### src/rtl/d_bch_par_encoder.sv
// Parallel BCH systematic encoder: consumes PAR message bits per beat,
// then streams the PRT_LEN-bit remainder out PAR bits per beat, MSB first.
module d_bch_par_encoder #(
    parameter int PRT_LEN = 168,
    parameter int PAR = 8,
    parameter int MSG_BITS = 4096,
    // Bit i is the coefficient of x^i. The integrating top normally overrides
    // this with the code's generator; the default only pins both end terms.
    parameter logic [PRT_LEN:0] G_POLY = {1'b1, {(PRT_LEN-1){1'b0}}, 1'b1}
) (
    input  logic           i_clk,
    input  logic           i_RESET,
    input  logic           i_msg_valid,
    input  logic [PAR-1:0] i_msg_data,
    output logic           o_msg_ready,
    output logic           o_prt_valid,
    output logic [PAR-1:0] o_prt_data,
    output logic           o_prt_last,
    input  logic           i_prt_ready,
    output logic           o_busy
);

    localparam int NB = MSG_BITS / PAR;
    localparam int NP = PRT_LEN / PAR;
    localparam int MAXB = (NB > NP) ? NB : NP;
    localparam int CW = $clog2(MAXB + 1);
    localparam logic [CW-1:0] NB_LAST = CW'(NB - 1);
    localparam logic [CW-1:0] NP_LAST = CW'(NP - 1);

    typedef enum logic [1:0] {
        IDLE,
        MSG,
        PRT
    } state_t;

    state_t              state_q, state_d;
    logic [PRT_LEN-1:0]  r_q, r_d;
    logic [CW-1:0]       cnt_q, cnt_d;

    // PAR serial LFSR division steps unrolled into one combinational update
    function automatic logic [PRT_LEN-1:0] div_step(
        input logic [PRT_LEN-1:0] rem,
        input logic [PAR-1:0]     d
    );
        logic [PRT_LEN-1:0] acc;
        logic               fb;
        acc = rem;
        for (int k = PAR - 1; k >= 0; k--) begin
            fb  = d[k] ^ acc[PRT_LEN-1];
            acc = (acc << 1) ^ (fb ? G_POLY[PRT_LEN-1:0] : '0);
        end
        return acc;
    endfunction

    assign o_msg_ready = (state_q != PRT);
    assign o_prt_valid = (state_q == PRT);
    assign o_prt_data  = o_prt_valid ? r_q[PRT_LEN-1 -: PAR] : '0;
    assign o_prt_last  = o_prt_valid && (cnt_q == NP_LAST);
    assign o_busy      = (state_q != IDLE);

    // Next-state: absorb message beats, then shift parity out under handshake
    always_comb begin
        state_d = state_q;
        r_d     = r_q;
        cnt_d   = cnt_q;
        unique case (state_q)
            IDLE: begin
                if (i_msg_valid) begin
                    r_d = div_step('0, i_msg_data);
                    if (NB == 1) begin
                        state_d = PRT;
                        cnt_d   = '0;
                    end else begin
                        state_d = MSG;
                        cnt_d   = CW'(1);
                    end
                end
            end
            MSG: begin
                if (i_msg_valid) begin
                    r_d = div_step(r_q, i_msg_data);
                    if (cnt_q == NB_LAST) begin
                        state_d = PRT;
                        cnt_d   = '0;
                    end else begin
                        cnt_d = cnt_q + CW'(1);
                    end
                end
            end
            PRT: begin
                if (i_prt_ready) begin
                    if (cnt_q == NP_LAST) begin
                        state_d = IDLE;
                        r_d     = '0;
                        cnt_d   = '0;
                    end else begin
                        r_d   = r_q << PAR;
                        cnt_d = cnt_q + CW'(1);
                    end
                end
            end
            default: begin
                state_d = IDLE;
                r_d     = '0;
                cnt_d   = '0;
            end
        endcase
    end

    // State, remainder and beat counter registers
    always_ff @(posedge i_clk) begin
        if (i_RESET) begin
            state_q <= IDLE;
            r_q     <= '0;
            cnt_q   <= '0;
        end else begin
            state_q <= state_d;
            r_q     <= r_d;
            cnt_q   <= cnt_d;
        end
    end

endmodule

### config.mk
export PLATFORM = sky130hd
export DESIGN_NAME = d_bch_par_encoder
export DESIGN_NICKNAME = d
export VERILOG_FILES = /design/src/rtl/d_bch_par_encoder.sv
export SDC_FILE = /design/constraint.sdc
export NUM_CORES = 1
export LEC_CHECK = 0
export ABC_CLOCK_PERIOD_IN_PS = 2390
export CORE_ASPECT_RATIO = 0.6
export CORE_MARGIN = 2
export CORE_UTILIZATION = 45
export DETAILED_ROUTE_END_ITERATION = 8
export HOLD_SLACK_MARGIN = 0.1
export PLACE_DENSITY = 0.7
export SLEW_MARGIN = 20
export SYNTH_ARGS = -nofsm -noshare
export SYNTH_HDL_FRONTEND = slang
export SYNTH_SLANG_ARGS = --single-unit
### constraint.sdc
create_clock -name i_clk -period 2.39 [get_ports i_clk]
set_clock_uncertainty 0.1 [all_clocks]
set_input_delay 0.717 -clock i_clk [delete_from_list [all_inputs] [get_ports i_clk]]
set_output_delay 0.717 -clock i_clk [all_outputs]
set_load 0.01 [all_outputs]
==> flow_metrics.env <==
export IMPL_drv_cap=0
export IMPL_place_inst=1047
export IMPL_utilization_pct=54.8
export IMPL_synth_flop_cell="dfxtp_1"
export IMPL_synth_top_cell_area_share_pct=54.3
export IMPL_grt_ovfl_total=0
export IMPL_min_path_type="register to register"
export IMPL_via_per_inst=4.95
export IMPL_fmax_mhz=397
export IMPL_crit_chain="inv_2, ha_1, or4b_4, nor4_4, buf_2"
export IMPL_core_um2=14500
export IMPL_hold_path_end="r_q[60]"
export IMPL_fillers=1352
export IMPL_grt_max_degree=91
export IMPL_slowest_stage="or4b_4"
export IMPL_dieArea_um2=15800
export IMPL_r2r_start="cnt_q[0]"
export IMPL_yosys_cell_types_count=40
export IMPL_detail_route_antenna_nets=0
export IMPL_path_clk_slew_ns=0.07
export IMPL_start_util_pct=45.8
export IMPL_place_ws_ns=-0.245
export IMPL_max_stage_delay_ns=0.48
export IMPL_synthesis_nets=860
export IMPL_yosysWarnings=0
export IMPL_drc=0
export IMPL_cts_buffer_depth=2
export IMPL_first_iter_violations=451
export IMPL_power_density_nw_per_um2=811
export IMPL_place_congestion=0.840
export IMPL_r2r_end="r_q[32]"
export IMPL_reg2reg_depth=9
export IMPL_path_buf_inv=2
export IMPL_total_power_uw=6420
export IMPL_drive_gt1_share_pct=11.0
export IMPL_synthCells=846
export IMPL_cts_root_buf="clkbuf_16"
export IMPL_power_leakage_uw=0.00257
export IMPL_io_pins=24
export IMPL_final_cell_count_no_fill=1083
export IMPL_clock_sinks=180
export IMPL_cts_hold_buffers=0
export IMPL_rows=34
export IMPL_hold_depth=2
export IMPL_syn_to_final_growth_pct=19.5
export IMPL_fin_ws_ns=-0.129
export IMPL_synth_area_leaders="dfxtp_1 54%, nand2_1 19%, a21oi_1 13%"
export IMPL_grtUsageTotal_pct=17.3
export IMPL_slew_violations=0
export IMPL_htree_levels=4
export IMPL_rrSetupSlack_ns=0.10
export IMPL_synth_edf_count=0
export IMPL_rsz0062_at_grt="true"
export IMPL_first_pass_iters=4
export IMPL_netlist_area_um2=6630
export IMPL_critical_path_class="register to output pin"
export IMPL_end_kind="output pin"
export IMPL_async_flop_share_pct=0
export IMPL_die_h_um=98.0
export IMPL_critPathLaunchType="register"
export IMPL_ir_drop_v=0.000371
export IMPL_multiInputGateArea_um2=2790
export IMPL_routed_wirelength_um=13400
export IMPL_hold_viol_final=0
export IMPL_dieWidth_um=161
export IMPL_max_slew_worst_pin_slew_ns=0.533
export IMPL_ys_ff_latch=180
export IMPL_grt_antenna_before_repair=0
export IMPL_tritoncts="built"
export IMPL_clk_latency_ns=0.43
export IMPL_num_nets_final=886
export IMPL_cpLargestDelayFamily="simple AND/OR/NAND/NOR gates"
export IMPL_setup_violations_final=1
export IMPL_crit_path_max_fanout=2
export IMPL_cts_buffers=17
export IMPL_io_buffer_count=23
export IMPL_layout_commonest_cell="nand2_1"
export IMPL_period_minus_slack_ns=2.52
export IMPL_syn_area_per_cell_um2=7.84
export IMPL_ys_seq_area_share_pct=54.3
export IMPL_arrival_ns=1.70
export IMPL_vias=5363
export IMPL_grt_pass1_vias=4639
export IMPL_regArea_um2=3610
export IMPL_status="complete, but fails checks"
export IMPL_relSlewSlack_pct=64.2
export IMPL_failed_checks="negative setup slack"
export IMPL_diodes=0
export IMPL_hpwl_um=7860
export IMPL_grt_pass1_wl_um=22400
export IMPL_fin_crit_sh_pct=105
export IMPL_drt_wirelength_per_cell_um=12.4
export IMPL_layout_common_cells="338 x nand2_1, 178 x dfxtp_1, 175 x a21oi_1"
export IMPL_crit_required_ns=1.57
export IMPL_yosysTopAreaCell="dfxtp_1"
export IMPL_min_from="r_q[52]"
-- metal layers --
metal / part of all wire, % / global-route usage, % / wire (µm)
met4: 1.5 / 6.87 / 197
met3: 4.4 / 4.25 / 597
met2: 40 / 22.7 / 5320
met5: 0 / 0 / 0
met1: 54 / 26.8 / 7300
-- cells by family (layout without fill, tap and decap cells) --
logic type,Yosys count,count (layout),share of synthesized area (%)
simple gates,397,397,24.1
compound gates,194,194,15.4
flops,180,180,54.3
buf+inv,64,103,4.62
xor+xnor,9,9,1.19
fa+ha+maj,2,2,0.377
-- cells in the mapped netlist (2+ instances only) --
| library cell | number |
|---|---|
| nand2_1 | 338 |
| dfxtp_1 | 180 |
| a21oi_1 | 175 |
| buf_2 | 26 |
| clkbuf_1 | 23 |
| nor2_1 | 13 |
| nor3_1 | 13 |
| buf_4 | 9 |
| and2_1 | 8 |
| xor2_1 | 8 |
| nand3_1 | 7 |
| o21ai_0 | 5 |
| inv_1 | 4 |
| o32ai_1 | 3 |
| or2_2 | 3 |
| or3_1 | 3 |
| ha_1 | 2 |
| nand2b_1 | 2 |
| nor3b_1 | 2 |
| o21ai_1 | 2 |
-- report_power, final --
| group | internal (µW) | switching, µW |
|---|---|---|
| Combinational | 246 | 478 |
| Sequential | 3020 | 17.3 |
| Clock | 1380 | 1280 |
-- layout make-up --
class,count,area share (%)
Sequential cell,180,45.5
Multi-Input combinational cell,602,35.2
Timing Repair Buffer,66,8.86
Clock buffer,17,5.37
Tap cell,198,3.13
Clock inverter,15,1.72
Inverter,5,0.237
-- metrics by stage --
stage	hold slack (ns)	TNS [ns]	area, µm²
after floorplan	0.331	0	6630
after global placement	0.339	-0.231	7290
after detailed placement	0.343	-0.527	7290
after CTS	0.345	-0.169	7880
after global routing	0.354	-0.184	7920
final	0.344	-0.129	7920
-- sequential cells by signal, indices dropped and copies added, names as in the netlist --
name / flops
r_q: 168
cnt_q: 10
state_q: 2
-- worst reg2reg max path, delay by kind of cell (launching register included) --
family | cells | cell delay (ns)
AO/OA/AOI/OAI | 2 | 0.34
adder cells (fa/ha/maj) | 1 | 0.12
buffers and inverters | 3 | 0.46
flip-flops | 1 | 0.33
AND/OR/NAND/NOR | 3 | 0.83
-- what timing repair did --
| item | 4_1_cts | 5_1_grt |
|---|---|---|
| hold endpoints to repair | 0 | 0 |
| endpoints found under the setup margin | 12 | 8 |
| resized for setup | 23 | 15 |
| cloned | 1 | 1 |
| setup buffers | 2 | 0 |
| pin swaps | 1 | 2 |
-- worst max-delay path by stage --
| stage | startpoint | to | slack (ns) | cells past startpoint |
|---|---|---|---|---|
| detailed placement | cnt_q[0] | o_prt_last | -0.25 | 5 |
| floorplan | cnt_q[0] | o_prt_last | 0.17 | 4 |
| finish | cnt_q[0] | o_prt_last | -0.13 | 5 |
| global route | cnt_q[0] | o_prt_last | -0.18 | 5 |
| global placement | cnt_q[0] | o_prt_last | -0.21 | 5 |
| CTS | cnt_q[0] | o_prt_last | -0.17 | 5 |
No activity file was read; power rests on OpenSTA's default activity.
